### src/rtl/sdram_fill_pkg.sv
// sdram_fill_pkg
//   Shared definitions for the SDRAM fill master: FSM state encoding,
//   the 16-bit Galois LFSR polynomial, the default seed and a one-step
//   LFSR helper used by the lfsr16 sub-module.
package sdram_fill_pkg;

  typedef enum logic [1:0] {
    IDLE  = 2'd0,
    WRITE = 2'd1,
    DONE  = 2'd2
  } fill_state_t;

  localparam logic [15:0] LFSR_POLY    = 16'hB400;
  localparam logic [15:0] DEFAULT_SEED = 16'hACE1;

  // Right-shifting Galois step: the bit shifted out selects the feedback taps.
  function automatic logic [15:0] lfsr_step(input logic [15:0] value);
    return (value >> 1) ^ (value[0] ? LFSR_POLY : 16'h0000);
  endfunction

endpackage

### src/rtl/sdram_fill_master_lfsr16.sv
// lfsr16
//   16-bit Galois LFSR register.
//   Ports:
//     clk    in   clock
//     reset  in   synchronous active-high reset, loads seed
//     load   in   load seed (priority over step)
//     seed   in   16-bit load value
//     step   in   advance one LFSR step
//     q      out  current LFSR value (registered)
module lfsr16
  import sdram_fill_pkg::*;
(
  input  logic        clk,
  input  logic        reset,
  input  logic        load,
  input  logic [15:0] seed,
  input  logic        step,
  output logic [15:0] q
);

  logic [15:0] q_reg;

  always_ff @(posedge clk) begin
    if (reset) begin
      q_reg <= seed;
    end else if (load) begin
      q_reg <= seed;
    end else if (step) begin
      q_reg <= lfsr_step(q_reg);
    end
  end

  assign q = q_reg;

endmodule

### src/rtl/sdram_fill_master.sv
// sdram_fill_master
//   Avalon-MM write master that fills NUM_WORDS consecutive SDRAM words,
//   starting at BASE_ADDR, with 16-bit LFSR data, then raises done. The
//   min/max of the written words are kept so a downstream reader's results
//   can be checked on-board.
//   Ports:
//     clk, reset            clock, synchronous active-high reset
//     start                 begin a fill (sampled in IDLE or DONE)
//     waitrequest           Avalon slave stall
//     read_n, chipselect    constant 1
//     write_n               write strobe, active-low
//     address               word address
//     byteenable            constant 2'b11
//     writedata             current LFSR word
//     done, busy            DONE / WRITE state flags
//     exp_min, exp_max      min / max of words accepted this fill
//     word_count            words accepted this fill
module sdram_fill_master
  import sdram_fill_pkg::*;
#(
  parameter logic [31:0] BASE_ADDR = 32'h0,
  parameter int          NUM_WORDS = 10,
  parameter logic [15:0] LFSR_SEED = DEFAULT_SEED
) (
  input  logic        clk,
  input  logic        reset,
  input  logic        start,
  input  logic        waitrequest,
  output logic        read_n,
  output logic        write_n,
  output logic        chipselect,
  output logic [31:0] address,
  output logic [1:0]  byteenable,
  output logic [15:0] writedata,
  output logic        done,
  output logic        busy,
  output logic [15:0] exp_min,
  output logic [15:0] exp_max,
  output logic [15:0] word_count
);

  localparam logic [15:0] LAST_COUNT = 16'(NUM_WORDS - 1);

  fill_state_t state_reg, state_next;
  logic        write_n_reg, write_n_next;
  logic        done_reg, done_next;
  logic        busy_reg, busy_next;
  logic [31:0] address_reg;
  logic [15:0] word_count_reg;
  logic [15:0] exp_min_reg;
  logic [15:0] exp_max_reg;
  logic [15:0] lfsr_q;

  logic fill_start;
  logic accept;
  logic last_accept;

  // write_n is low for the whole WRITE state, so acceptance only needs
  // the state and the slave's stall.
  assign fill_start  = start && ((state_reg == IDLE) || (state_reg == DONE));
  assign accept      = (state_reg == WRITE) && !waitrequest;
  assign last_accept = accept && (word_count_reg == LAST_COUNT);

  // State and strobe/flag registers
  always_ff @(posedge clk) begin
    if (reset) begin
      state_reg   <= IDLE;
      write_n_reg <= 1'b1;
      done_reg    <= 1'b0;
      busy_reg    <= 1'b0;
    end else begin
      state_reg   <= state_next;
      write_n_reg <= write_n_next;
      done_reg    <= done_next;
      busy_reg    <= busy_next;
    end
  end

  // Next-state logic
  always_comb begin
    state_next = state_reg;
    case (state_reg)
      IDLE:    if (start) state_next = WRITE;
      WRITE:   if (last_accept) state_next = DONE;
      DONE:    if (start) state_next = WRITE;
      default: state_next = IDLE;
    endcase
  end

  // Output logic: flags are decoded from the next state and registered,
  // so every output comes straight from a flop.
  always_comb begin
    write_n_next = (state_next != WRITE);
    busy_next    = (state_next == WRITE);
    done_next    = (state_next == DONE);
  end

  // Address, counter and running min/max
  always_ff @(posedge clk) begin
    if (reset || fill_start) begin
      address_reg    <= BASE_ADDR;
      word_count_reg <= 16'h0000;
      exp_min_reg    <= 16'hFFFF;
      exp_max_reg    <= 16'h0000;
    end else if (accept) begin
      address_reg    <= address_reg + 32'd1;
      word_count_reg <= word_count_reg + 16'd1;
      if (lfsr_q < exp_min_reg) exp_min_reg <= lfsr_q;
      if (lfsr_q > exp_max_reg) exp_max_reg <= lfsr_q;
    end
  end

  lfsr16 u_lfsr (
    .clk   (clk),
    .reset (reset),
    .load  (fill_start),
    .seed  (LFSR_SEED),
    .step  (accept),
    .q     (lfsr_q)
  );

  assign read_n     = 1'b1;
  assign chipselect = 1'b1;
  assign byteenable = 2'b11;
  assign write_n    = write_n_reg;
  assign done       = done_reg;
  assign busy       = busy_reg;
  assign address    = address_reg;
  assign writedata  = lfsr_q;
  assign exp_min    = exp_min_reg;
  assign exp_max    = exp_max_reg;
  assign word_count = word_count_reg;

endmodule

### config.mk
export PLATFORM = sky130hd
export DESIGN_NAME = sdram_fill_master
export DESIGN_NICKNAME = d
export VERILOG_FILES = /design/src/rtl/sdram_fill_pkg.sv /design/src/rtl/sdram_fill_master_lfsr16.sv /design/src/rtl/sdram_fill_master.sv
export SDC_FILE = /design/constraint.sdc
export NUM_CORES = 1
export LEC_CHECK = 0
export BUFFER_PORTS_ARGS = -buffer_cell sky130_fd_sc_hd__buf_2
export CAP_MARGIN = 20
export CORE_ASPECT_RATIO = 0.5
export CORE_MARGIN = 1
export CORE_UTILIZATION = 54
export CTS_CLUSTER_DIAMETER = 50
export CTS_CLUSTER_SIZE = 12
export DETAILED_ROUTE_END_ITERATION = 8
export PLACE_DENSITY = 0.87
export SYNTH_ARGS = -nofsm -noshare
export SYNTH_HDL_FRONTEND = slang
export SYNTH_SLANG_ARGS = --single-unit
### constraint.sdc
create_clock -name clk -period 2.6 [get_ports clk]
set_input_delay 0.65 -clock clk [delete_from_list [all_inputs] [get_ports clk]]
set_output_delay 0.65 -clock clk [all_outputs]
set_load 0.03 [all_outputs]
==> metrics.txt, run 1 <==
ant diodes=0; Hold Violations, Final=0; First-pass DRT Iterations=4; hold_buf cts=0; Post-Route Setup TNS=0 ns; clock skew=0.00648 ns; Max FO, Critical Path=13; CTS buffer count=9; Final Wtd Congestion=0.858; Critical Path AT=2.51 ns; final instance area=5950 µm²; CTS tree=yes; status=complete, no violations; Power Total=3.28 mW; remaining antenna violation count=0; Avg Vias per Cell=5.25; placed cell count=793; DR iter-0 viols=263; first-pass GRT wire length=18.0 mm; Max Fclk=444 MHz; Pwr Density=551 nW/µm²; kind of end point of the critical path=flip-flop; Synth Area in Compound Gates=7.06%; Core ar.=8770 µm²; initial antenna violation count=0; Total GRT Usage=23.8%; IO Count=107; vias in the first global route=3979; post-cts resize count=0; Syn Inst Count=574; post-synth cell types=42; Final Routed Wirelength=10.8 mm; setup bufs post-CTS=0; HPWL Detailed=7.82 mm; Reg area=2020 µm²; Syn. warnings=0; syn_area_per_cell=8.55 µm²; Synth Area in Simple Gates=23.3%; RSZ-0062 raised after global routing=no; Synth Area in Adders=8.67%; share of cells above drive strength 1=21.7%; hold_ws=0.474 ns; Root Driver=clkbuf_16; worst setup margin=0.350 ns; register area share after synthesis=41.2%; Fillers=717; full die area=9500 µm²; H-tree levels=3; Sink Count=101; largest net degree at the start of global routing=44; leakage power total=2.80 nW; Max Cap Viol=0; initial core utilization=56.0%; Die W=137 µm; XOR/XNOR Fraction of Synth Area=7.67%; CP Launch Type=flip-flop; mux cell area share after synthesis=6.53%; clock buffer depth=2; max-slew violations=0; post-synthesis cell area=4910 µm²; Place WS=0.282 ns; Slew @ Worst Pin=0.854 ns; routed vias=4249; Slew headroom=43.1%; final setup violation count=0; Clock Latency Late Sink=0.34 ns; die height=69.4 µm; residual DRC count=0; worst setup path category=flip-flop to flip-flop; Overflow after GRT=0; Final nets=725; hold crit path type=flip-flop to flip-flop; routed len/inst=13.3 µm; final period utilization=86.5%; std cell rows=24; largest family of logic cells by synthesized area=simple AND/OR/NAND/NOR gates; fin cells=809; Area Overhead vs Synth=21.3%; Post-DP Area=5640 µm²; Tmin final=2.25 ns; Largest register FFs=32; Worst-path clk slew=0.07 ns; area of the multi-input gates=2630 µm²; Post-Route Utilization=67.9%; I/O Buffers=102; VDD IR max=415 µV; worst endpoint required time=2.86 ns; #FFs+latches synth=101
area by class of cell:
| type | count | share of cell area, % |
|---|---|---|
| sequential | 101 | 34.0 |
| inverter | 36 | 2.27 |
| tap | 117 | 2.46 |
| timing repair buffer | 125 | 11.9 |
| multi-input combinational | 414 | 44.2 |
| clock buffer | 9 | 3.78 |
| clock inverter | 7 | 1.39 |
Yosys cell counts, drive strengths merged:
cell type | count | area share (%)
dfxtp | 101 | 41
nand2 | 88 | 6.7
nor2 | 82 | 6.3
inv | 36 | 2.8
ha | 34 | 8.7
xor2 | 33 | 5.9
mux2i | 32 | 6.5
a21oi | 28 | 2.9
nand3 | 19 | 1.9
clkbuf | 16 | 1.2
nand4 | 14 | 1.8
buf | 10 | 1.5
o21ai | 10 | 1.2
xnor2 | 10 | 1.8
and3 | 7 | 0.89
and4 | 7 | 1.2
or3 | 6 | 0.76
o211ai | 5 | 0.76
a21o | 4 | 0.61
and2 | 4 | 0.51
nor2b | 4 | 0.51
a211oi | 3 | 0.46
nand2b | 3 | 0.38
nor4 | 3 | 0.38
a221oi | 2 | 0.36
nor3 | 2 | 0.41
nor3b | 2 | 0.64
a211o | 1 | 0.18
a221o | 1 | 0.20
a31oi | 1 | 0.13
and4bb | 1 | 0.33
conb | 1 | 0.076
nand3b | 1 | 0.15
nor4b | 1 | 0.18
o41ai | 1 | 0.18
or3b | 1 | 0.18
power breakdown:
| group | switching [mW] | internal (mW) |
|---|---|---|
| sequential | 0.0214 | 1.57 |
| clock | 0.620 | 0.762 |
| combinational | 0.199 | 0.103 |
| total | 0.841 | 2.44 |
critical path, cell delays in order (launching register included):
cell,delay (ns)
dfxtp_1,0.40
inv_1,0.07
ha_1,0.31
nand4_1,0.17
nor4_1,0.43
a21oi_1,0.19
o21ai_4,0.15
buf_12,0.20
mux2i_1,0.24
logic make-up (layout without fill, tap and decap cells):
logic type	Yosys count	after routing
XOR/XNOR	43	43
other	1	4
buffers and inverters	62	177
flip-flops	101	101
adder cells (fa/ha/maj)	34	34
multiplexers	32	32
AO/OA/AOI/OAI	56	56
AND/OR/NAND/NOR	245	245
path summary, 6_finish.rpt:
kind                            start                      end  slack (ns)  cells past startpoint
min reg2reg   exp_max[1]$_SDFFE_PP0P_  exp_max[1]$_SDFFE_PP0P_        0.47                      2
min           exp_max[1]$_SDFFE_PP0P_  exp_max[1]$_SDFFE_PP0P_        0.47                      2
max          exp_max[14]$_SDFFE_PP0P_  exp_max[0]$_SDFFE_PP0P_        0.35                      8
max reg2reg  exp_max[14]$_SDFFE_PP0P_  exp_max[0]$_SDFFE_PP0P_        0.35                      8
cells in the final DEF, fill, tap and decap left out, types with 5 or more instances in the layout:
cell,instances
mux2i_1,32
xor2_1,33
ha_1,34
nor2_1,82
nand2_1,88
dfxtp_1,101
o21ai_0,9
a21oi_1,27
nand4_1,14
nand3_1,19
clkbuf_16,9
and4_1,7
buf_2,102
and3_1,7
inv_1,36
o211ai_1,5
xnor2_1,10
buf_4,21
or3_1,6
routing by layer:
metal / track usage (%) / vias up / part of all wire [%]
met5: 0 / - / 0
met1: 29.9 / 1990 / 47
met4: 7.57 / 0 / 1.7
met2: 40.4 / 100 / 47
li1: - / 2142 / -
met3: 5.41 / 17 / 4.3
Power figures use the tool's default switching activity.
==> run 2: changes to the inputs <==
Settings changed: CORE_UTILIZATION 54 to 40, CTS_BUF_LIST set to sky130_fd_sc_hd__clkbuf_8, PLACE_DENSITY 0.87 to 0.7.
==> run 2 against run 1 <==
Compared with the run above: sequential power hardly changed; first-iteration DRC count is 26% lower; worst setup slack better by 0.037 ns; maximum frequency is 1.7% higher; routed wire length is 4.1% higher; via count is 2.5% lower; combinational power hardly changed; global-route usage is 5.5 points lower; critical path type unchanged; largest cell class unchanged; largest power group unchanged; highest routed layer unchanged.
==> metrics.txt, run 2 (same netlist as run 1, synthesis figures left out) <==
status=complete, no violations; post-cts resize count=0 (unchanged); Power Total=2.95 mW (-9.9%); Hold Path Stages=2 (unchanged); Tmin final=2.21 ns (-0.0370 ns); Core ar.=11900 µm² (+35%); Reg2Reg Setup Slack=0.39 ns (+0.04 ns); grt met2 use=28.3% (-12 points); CP max stage delay=0.41 ns (-0.02 ns); met3 Use GR=5.18% (-0.23 points); Total GRT Usage=18.3% (-5.5 points); final period utilization=85.1% (-1.4 points); initial antenna violation count=0 (unchanged); HPWL Detailed=8.29 mm (+6.0%); routed len/inst=13.1 µm (-1.5%); most common cell after layout, fill and taps aside=buf_2; clock buffer depth=2 (unchanged); initial core utilization=41.3% (-15 points); final setup violation count=0 (unchanged); most frequent cells in the layout=102 x buf_2, 101 x dfxtp_1, 88 x nand2_1; R2R Path Start=exp_max[14]$_SDFFE_PP0P_; CP Cell Sequence=inv_1 > ha_1 > nand4_1 > nor4_1 > a21oi_1 > o21ai_4 > buf_4 > mux2i_1; Hold Violations, Final=0 (unchanged); clock skew=0.0120 ns (+0.00552 ns); Overflow after GRT=0 (unchanged); CP bufs+invs=2 (unchanged); cells on worst reg2reg path=8 (unchanged); Pwr Density=502 nW/µm² (-8.8%); Root Driver=clkbuf_8; Slew @ Worst Pin=0.541 ns (-0.313 ns); Place WS=0.274 ns (-0.00888 ns); Worst-path clk slew=0.10 ns (+0.03 ns); Final Routed Wirelength=11.2 mm (+4.1%); Max Cap Viol=0 (unchanged); Area Overhead vs Synth=19.9%; Max Fclk=452 MHz (+1.7%); final instance area=5880 µm² (-1.2%); worst setup margin=0.387 ns (+0.0370 ns); DR iter-0 viols=195 (-26%); remaining antenna violation count=0 (unchanged); worst hold start=exp_max[3]$_SDFFE_PP0P_; grt met1 use=24.7% (-5.2 points); routed vias=4143 (-2.5%); Top Usage Layer GRT=met2; H-tree levels=3 (unchanged); CP Launch Type=flip-flop; placed cell count=839 (+5.8%); residual DRC count=0 (unchanged); Final Wtd Congestion=0.784 (-8.6%); worst endpoint required time=2.91 ns (+0.05 ns); I/O Buffers=102 (unchanged); VDD IR max=218 µV (-48%); hold_buf cts=0 (unchanged); first-pass GRT wire length=18.3 mm (+1.6%); max-slew violations=0 (unchanged); Post-Route Setup TNS=0 ns (unchanged); Post-DP Area=5680 µm² (+0.58%); Crit path max-delay family=simple AND/OR/NAND/NOR gates; Critical-path top delay cell=dfxtp_1; First-pass DRT Iterations=4 (unchanged); fin cells=855 (+5.7%); setup bufs post-CTS=0 (unchanged); std cell rows=28 (+17%); reg-to-reg endpoint=exp_max[14]$_SDFFE_PP0P_; Sink Count=101 (unchanged); Hold Path Sink=exp_max[3]$_SDFFE_PP0P_; Avg Vias per Cell=4.85 (-7.7%); hold crit path type=flip-flop to flip-flop; IO Count=107 (unchanged); Critical Path AT=2.52 ns (about the same); leakage power total=2.74 nW (-2.2%); ant diodes=0 (unchanged); worst setup path category=flip-flop to flip-flop; CTS buffer count=9 (unchanged); Final nets=723 (-0.28%); RSZ-0062 raised after global routing=no; vias in the first global route=3739 (-6.0%); Clock Latency Late Sink=0.38 ns (+0.04 ns); Fillers=1161 (+62%); kind of end point of the critical path=flip-flop; die height=80.3 µm (+16%); Slew headroom=63.9% (+21 points); largest net degree at the start of global routing=41 (-6.8%); CTS tree=yes; share of cells above drive strength 1=21.4% (-0.23 points); Largest register FFs=32 (unchanged); Max FO, Critical Path=16 (+3); Die W=159 µm (+16%); full die area=12700 µm² (+34%)
run 2: changes by cell type in the layout (fill, tap and decap cells not counted), sizes merged:
cell | before | now
clkbuf | 9 | 10
buf | 125 | 123
clkinvlp | 2 | 1
run 2: report_power, final:
part           leakage [nW]  total, mW  internal, mW  switching (mW)
Combinational          1.82      0.299        0.0994           0.200
Clock                 0.104       1.06         0.480           0.580
Sequential            0.817       1.59          1.57          0.0218
run 2: worst reg2reg max path: cells and delay by family, from the launching register on:
kind                     cells  cell delay (ns)
AND/OR/NAND/NOR              2             0.58
flip-flops                   1             0.41
buffers and inverters        2             0.36
adder cells (fa/ha/maj)      1             0.32
AO/OA/AOI/OAI                2             0.26
multiplexers                 1             0.23
run 2: cell type report:
cell class | count | area (µm²) | area share (%)
Clock buffer | 10 | 138 | 2.34
Sequential cell | 101 | 2020 | 34.4
Multi-Input combinational cell | 414 | 2630 | 44.7
Timing Repair Buffer | 123 | 681 | 11.6
Tap cell | 165 | 206 | 3.51
Clock inverter | 6 | 68.8 | 1.17
Inverter | 36 | 135 | 2.30
run 2: worst max path at each step:
| stage | from | to | cells past startpoint |
|---|---|---|---|
| 2_1_floorplan | u_lfsr.q[7]$_SDFFE_PP1P_ | exp_max[10]$_SDFFE_PP0P_ | 8 |
| 3_3_place_gp | waitrequest | address[22]$_SDFFE_PP0P_ | 7 |
| 3_5_place_dp | waitrequest | address[22]$_SDFFE_PP0P_ | 7 |
| 4_1_cts | exp_max[14]$_SDFFE_PP0P_ | exp_max[14]$_SDFFE_PP0P_ | 8 |
| 5_1_grt | exp_max[14]$_SDFFE_PP0P_ | exp_max[7]$_SDFFE_PP0P_ | 8 |
| 6_report | exp_max[14]$_SDFFE_PP0P_ | exp_max[14]$_SDFFE_PP0P_ | 8 |
run 2: through the flow:
step | util [%] | hold WS [ns]
global placement | 47.8 | 0.460
finish | 49.5 | 0.477
detailed placement | 47.8 | 0.469
floorplan | - | 0.508
global route | 49.5 | 0.481
CTS | 49.5 | 0.483
run 2: layer usage:
metal / vias to the layer above / wire (µm)
li1: 2131 / -
met1: 1939 / 5560
met2: 62 / 4980
met3: 11 / 558
met4: 0 / 116
met5: - / 0
